`src/rtl/spi_controller_if.sv`:
```
// Request handshake and serial-line bundle for spi_controller.
// master = request source (host/sequencer), slave = the controller itself.
interface spi_controller_if;
  logic       req_valid;
  logic       req_ready;
  logic [6:0] req_addr;
  logic [7:0] req_data;
  logic       busy;
  logic       done;
  logic       SCLK;
  logic       nCS;
  logic       COPI;

  modport master (
    output req_valid, req_addr, req_data,
    input  req_ready, busy, done, SCLK, nCS, COPI
  );

  modport slave (
    input  req_valid, req_addr, req_data,
    output req_ready, busy, done, SCLK, nCS, COPI
  );
endinterface

```
`src/rtl/spi_controller.sv`:
```
// SPI mode-0 initiator sending 16-bit {1, addr[6:0], data[7:0]} write frames, MSB first.
// Optional 4-entry request FIFO enabled by defining SPI_CTRL_REQ_FIFO_EN.
module spi_controller #(
  parameter int CLK_DIV    = 4,
  parameter int GAP_CYCLES = 8
) (
  input logic             clk,
  input logic             rst,
  spi_controller_if.slave bus
);

  localparam int HW = (CLK_DIV > 1) ? $clog2(CLK_DIV) : 1;
  localparam int GW = $clog2(GAP_CYCLES + 1);
  localparam logic [HW-1:0] HMAX = HW'(CLK_DIV - 1);
  localparam logic [GW-1:0] GMAX = GW'(GAP_CYCLES - 1);

  typedef enum logic [1:0] {IDLE, LEAD, SHIFT, GAP} state_t;

  state_t        state;
  logic [HW-1:0] half_cnt;
  logic [4:0]    bit_cnt;
  logic [GW-1:0] gap_cnt;
  logic [15:0]   shreg;
  logic          sclk_r, ncs_r, copi_r, busy_r, done_r;

  logic          start;
  logic [6:0]    start_addr;
  logic [7:0]    start_data;

`ifdef SPI_CTRL_REQ_FIFO_EN
  logic [14:0] fifo_mem [4];
  logic [1:0]  wr_ptr, rd_ptr;
  logic [2:0]  occ;
  logic        push, pop;

  assign bus.req_ready = !rst && (occ != 3'd4);
  assign push          = bus.req_valid && bus.req_ready;
  assign pop           = (state == IDLE) && (occ != 3'd0);
  assign start         = pop;
  assign start_addr    = fifo_mem[rd_ptr][14:8];
  assign start_data    = fifo_mem[rd_ptr][7:0];
  assign bus.busy      = busy_r || (occ != 3'd0);

  always_ff @(posedge clk) begin
    if (push) fifo_mem[wr_ptr] <= {bus.req_addr, bus.req_data};
  end

  always_ff @(posedge clk or posedge rst) begin
    if (rst) begin
      wr_ptr <= '0;
      rd_ptr <= '0;
      occ    <= '0;
    end else begin
      if (push) wr_ptr <= wr_ptr + 2'd1;
      if (pop)  rd_ptr <= rd_ptr + 2'd1;
      case ({push, pop})
        2'b10:   occ <= occ + 3'd1;
        2'b01:   occ <= occ - 3'd1;
        default: occ <= occ;
      endcase
    end
  end
`else
  assign bus.req_ready = !rst && (state == IDLE);
  assign start         = bus.req_valid && bus.req_ready;
  assign start_addr    = bus.req_addr;
  assign start_data    = bus.req_data;
  assign bus.busy      = busy_r;
`endif

  // SCLK itself marks the phase: a half-period ending with SCLK high is a falling
  // edge (advance COPI), ending low is a rising edge or, after bit 0, the frame end.
  always_ff @(posedge clk or posedge rst) begin
    if (rst) begin
      state    <= IDLE;
      half_cnt <= '0;
      bit_cnt  <= '0;
      gap_cnt  <= '0;
      shreg    <= '0;
      sclk_r   <= 1'b0;
      ncs_r    <= 1'b1;
      copi_r   <= 1'b0;
      busy_r   <= 1'b0;
      done_r   <= 1'b0;
    end else begin
      done_r <= 1'b0;
      unique case (state)
        IDLE: begin
          if (start) begin
            state    <= LEAD;
            shreg    <= {1'b1, start_addr, start_data};
            ncs_r    <= 1'b0;
            copi_r   <= 1'b1;
            busy_r   <= 1'b1;
            half_cnt <= '0;
          end
        end
        LEAD: begin
          if (half_cnt == HMAX) begin
            half_cnt <= '0;
            bit_cnt  <= '0;
            sclk_r   <= 1'b1;
            state    <= SHIFT;
          end else begin
            half_cnt <= half_cnt + HW'(1);
          end
        end
        SHIFT: begin
          if (half_cnt != HMAX) begin
            half_cnt <= half_cnt + HW'(1);
          end else begin
            half_cnt <= '0;
            if (sclk_r) begin
              sclk_r <= 1'b0;
              if (bit_cnt != 5'd15) begin
                shreg  <= shreg << 1;
                copi_r <= shreg[14];
              end
            end else if (bit_cnt == 5'd15) begin
              state   <= GAP;
              bit_cnt <= '0;
              gap_cnt <= '0;
              ncs_r   <= 1'b1;
              copi_r  <= 1'b0;
              done_r  <= 1'b1;
            end else begin
              sclk_r  <= 1'b1;
              bit_cnt <= bit_cnt + 5'd1;
            end
          end
        end
        GAP: begin
          if (gap_cnt == GMAX) begin
            gap_cnt <= '0;
            busy_r  <= 1'b0;
            state   <= IDLE;
          end else begin
            gap_cnt <= gap_cnt + GW'(1);
          end
        end
      endcase
    end
  end

  assign bus.SCLK = sclk_r;
  assign bus.nCS  = ncs_r;
  assign bus.COPI = copi_r;
  assign bus.done = done_r;

endmodule

```
`src/flat_wrapper.sv`:
```
// flat-port wrapper written by rule: the top's interface ports become plain ports
module spi_controller_flat 
#(
  parameter int CLK_DIV    = 4,
  parameter int GAP_CYCLES = 8
)
  (clk, rst, bus_req_valid, bus_req_addr, bus_req_data, bus_req_ready, bus_busy, bus_done, bus_SCLK, bus_nCS, bus_COPI);
  spi_controller_if bus_i ();
  input logic clk;
  input logic rst;
  input wire logic [$bits(bus_i.req_valid)-1:0] bus_req_valid;
  input wire logic [$bits(bus_i.req_addr)-1:0] bus_req_addr;
  input wire logic [$bits(bus_i.req_data)-1:0] bus_req_data;
  output wire logic [$bits(bus_i.req_ready)-1:0] bus_req_ready;
  output wire logic [$bits(bus_i.busy)-1:0] bus_busy;
  output wire logic [$bits(bus_i.done)-1:0] bus_done;
  output wire logic [$bits(bus_i.SCLK)-1:0] bus_SCLK;
  output wire logic [$bits(bus_i.nCS)-1:0] bus_nCS;
  output wire logic [$bits(bus_i.COPI)-1:0] bus_COPI;
  assign bus_i.req_valid = bus_req_valid;
  assign bus_i.req_addr = bus_req_addr;
  assign bus_i.req_data = bus_req_data;
  assign bus_req_ready = bus_i.req_ready;
  assign bus_busy = bus_i.busy;
  assign bus_done = bus_i.done;
  assign bus_SCLK = bus_i.SCLK;
  assign bus_nCS = bus_i.nCS;
  assign bus_COPI = bus_i.COPI;
  spi_controller #(.CLK_DIV(CLK_DIV), .GAP_CYCLES(GAP_CYCLES)) u_core (.clk(clk), .rst(rst), .bus(bus_i));
endmodule
```
`config.mk`:
```
export PLATFORM = sky130hd
export DESIGN_NAME = spi_controller_flat
export DESIGN_NICKNAME = d
export VERILOG_FILES = /design/src/rtl/spi_controller_if.sv /design/src/rtl/spi_controller.sv /design/src/flat_wrapper.sv
export SDC_FILE = /design/constraint.sdc
export NUM_CORES = 1
export LEC_CHECK = 0
export CAP_MARGIN = 5
export CELL_PAD_IN_SITES_DETAIL_PLACEMENT = 1
export CELL_PAD_IN_SITES_GLOBAL_PLACEMENT = 2
export CORE_ASPECT_RATIO = 0.75
export CORE_MARGIN = 4
export CORE_UTILIZATION = 34
export CTS_CLUSTER_DIAMETER = 60
export DETAILED_ROUTE_END_ITERATION = 10
export PLACE_DENSITY = 0.83
export SYNTH_ARGS = -nofsm -noshare
export SYNTH_HDL_FRONTEND = slang
export SYNTH_SLANG_ARGS = --single-unit
```
`constraint.sdc`:
```
create_clock -name clk -period 2.4 [get_ports clk]
set_clock_uncertainty 0.1 [all_clocks]
set_input_delay 0.36 -clock clk [delete_from_list [all_inputs] [get_ports clk]]
set_output_delay 0.36 -clock clk [all_outputs]
set_load 0.01 [all_outputs]
```
==> results.cfg <==
[floorplanning]
die_y_um = 71.0
die_w_um = 92.0
coreArea_sq_mm = 0.00501
rows = 22
start_util_pct = 35.9
die_area_sq_mm = 0.00654
pin_count = 24

[detailed_routing]
drtIter0Drc = 51
num_vias = 1402
first_pass_iters = 4
drc = 0
wire_per_inst_um = 16.5
routed_wl_mm = 4.37
drt-vias-per-instance = 5.29
antenna_left = 0

[clocking]
clkLatencyLatePin_ns = 0.28
postCtsSetupBuffers = 0
h-tree-depth = 2
clk_transition_reported_paths_ns = 0.07
cts_root_buffer = clkbuf_8
post_cts_resize_count = 1
cts_made_buffers = 5
hold_buffers = 0
clock_path_buffers = 2
cts.sinks = 33
cts_tree = done

[global_route]
grt_pass1_vias = 1474
grt_pass1_wl_mm = 7.57
grt_util_all_layers_pct = 14.4
gr-total-overflow = 0
antenna_found_initial = 0
grt_max_degree = 34

[min_path]
hp-start = u_core.shreg[2]
min_to = u_core.shreg[2]
hold_depth = 1
hold_path.class = reg -> reg

[critical_path]
arrival_ns = 1.86
crit_type = reg -> out
crit_fanout = 11
cp_data_required_time_ns = 1.94
rr_worst_depth = 7
rrSetupSlack_ns = 0.17
reg2reg_from = u_core.state[0]
reg2reg_to = u_core.bit_cnt[3]
cp-start-kind = register
crit_path_end_kind = primary output

[pwr]
powerDensity_mw_per_mm2 = 478
ir_drop_uv = 221
power.leakage_nw = 0.871

[timing]
postLayoutSetupSlackWorst_ns = 0.0760
grt_setup_unrepaired = yes
fin_crit_sh_pct = 96.8
tightest_slew_ns = 0.537
final_hold_viol_count = 0
setup_tns_ns = 0
finalSetupViolCount = 0
min_period_ns = 2.32
timing.hold.ws_ns = 0.396
slew_viol_final = 0
fmax_mhz = 430
max_slew_margin_pct = 64.1

[yosys]
async_reset_ff_share_pct = 100
synth.most_common_cell = dfrtp_1
yosysTopAreaCell = dfrtp_1
synth_seq_area_share_pct = 45.9
synth_nets = 192
synth_edf_count = 0
yosysWarnings = 0
synth_flop_cell = dfrtp_1
synthTopCellsByCount = 32 x dfrtp_1, 15 x nand2b_1, 11 x o21ai_0, 8 x ha_1, 8 x inv_1
synthesis.area_sq_mm = 0.00180
synth_seq_cells = 33
synth_cell_type_count = 46
synth_area_leaders = dfrtp_1 44%, ha_1 5.6%, nand2b_1 5.2%
synth_top_area_share_pct = 44.5
syn_avg_cell_area_sq_um = 10.8
synthCells = 166

[final_layout]
nets = 218
drive_above_1_share_pct = 13.5
synthToLayoutAreaGrowth_pct = 21.5
antennaDiodeCount = 0
post-route-cell-area_sq_mm = 0.00219
utilization_pct = 43.7

[place]
dpl.hpwl_mm = 3.20
pre_cts_ws_ns = 0.200
place_area_sq_mm = 0.00210
place.gp.congestion = 0.675
portBuffers = 23

[run]
max_cap_viol_count = 0

[status]
outcome = completed
-- sequential cells by signal, summed over array words and instances (netlist names) --
signal           flops
u_core.bus.COPI      1
u_core.bus.done      1
u_core.shreg        15
u_core.bus.SCLK      1
u_core.state         2
u_core.bit_cnt       5
u_core.gap_cnt       4
u_core.bus.busy      1
u_core.bus.nCS       1
u_core.half_cnt      2
-- layout make-up --
type / count / area (sq um)
well taps: 72 / 90.1
multi-input cells: 118 / 898
fillers: 563 / 2820
flip-flops and latches: 33 / 827
clock buffers: 8 / 90.1
repair buffers: 26 / 253
inverters: 8 / 30.0
-- per-stage QoR --
step	total power, mW	std cells
2_1_floorplan	0.583	166
5_1_grt	1.09	265
3_3_place_gp	0.616	257
6_report	1.05	265
4_1_cts	1.06	265
3_5_place_dp	0.618	257
-- kinds of logic after synthesis --
family                   count (synthesis)  synth area share [%]
flip-flops                              33                  45.9
multiplexers                             4                  2.57
buffers and inverters                   15                  4.31
AND/OR/NAND/NOR                         50                  17.0
AO/OA/AOI/OAI                           56                  24.6
adder cells (fa/ha/maj)                  8                  5.56
-- per-layer routing --
metal | vias up | part of all wire, % | wire length [um] | global-route usage [%]
li1 | 671 | - | - | -
met1 | 709 | 52 | 2260 | 20.7
met2 | 20 | 44 | 1940 | 21.3
met3 | 2 | 3.3 | 142 | 3.72
met4 | 0 | 0.55 | 24 | 4.45
met5 | - | 0 | 0 | 0
-- worst max-delay path, stage by stage (launching register included) --
cell and delay [ns]:
dfrtp_1 0.42, inv_1 0.13, ha_2 0.34, nor2b_1 0.16, clkdlybuf4s50_1 0.54
-- how the worst max path moves through the flow --
stage	start	endpoint	slack (ns)	depth (start not counted)
6_report	u_core.state[1]	bus_req_ready	0.08	4
2_1_floorplan	u_core.state[0]	u_core.state[1]	0.55	6
3_3_place_gp	u_core.state[0]	u_core.bit_cnt[3]	0.25	7
5_1_grt	u_core.state[1]	bus_req_ready	-0.08	4
4_1_cts	u_core.state[0]	bus_req_ready	0.05	4
3_5_place_dp	u_core.state[0]	u_core.bit_cnt[3]	0.20	7
-- report_power, final --
part	internal [mW]	total, mW	switching (mW)
Combinational	0.0300	0.0483	0.0183
Clock	0.234	0.440	0.206
Sequential	0.557	0.557	0.000574
-- layout by cell type (no fill, tap or decap), types with 4 or more instances in the layout --
master / instances
a21oi_1: 7
a22o_1: 4
a31oi_1: 4
clkbuf_8: 6
clkdlybuf4s50_1: 23
dfrtp_1: 32
ha_1: 7
inv_1: 8
nand2_1: 6
nand2b_1: 15
nand3_1: 4
nor2_1: 6
nor3_1: 5
o21ai_0: 11
o221a_1: 7
o221a_2: 5
No activity file was read; power rests on OpenSTA's default activity.
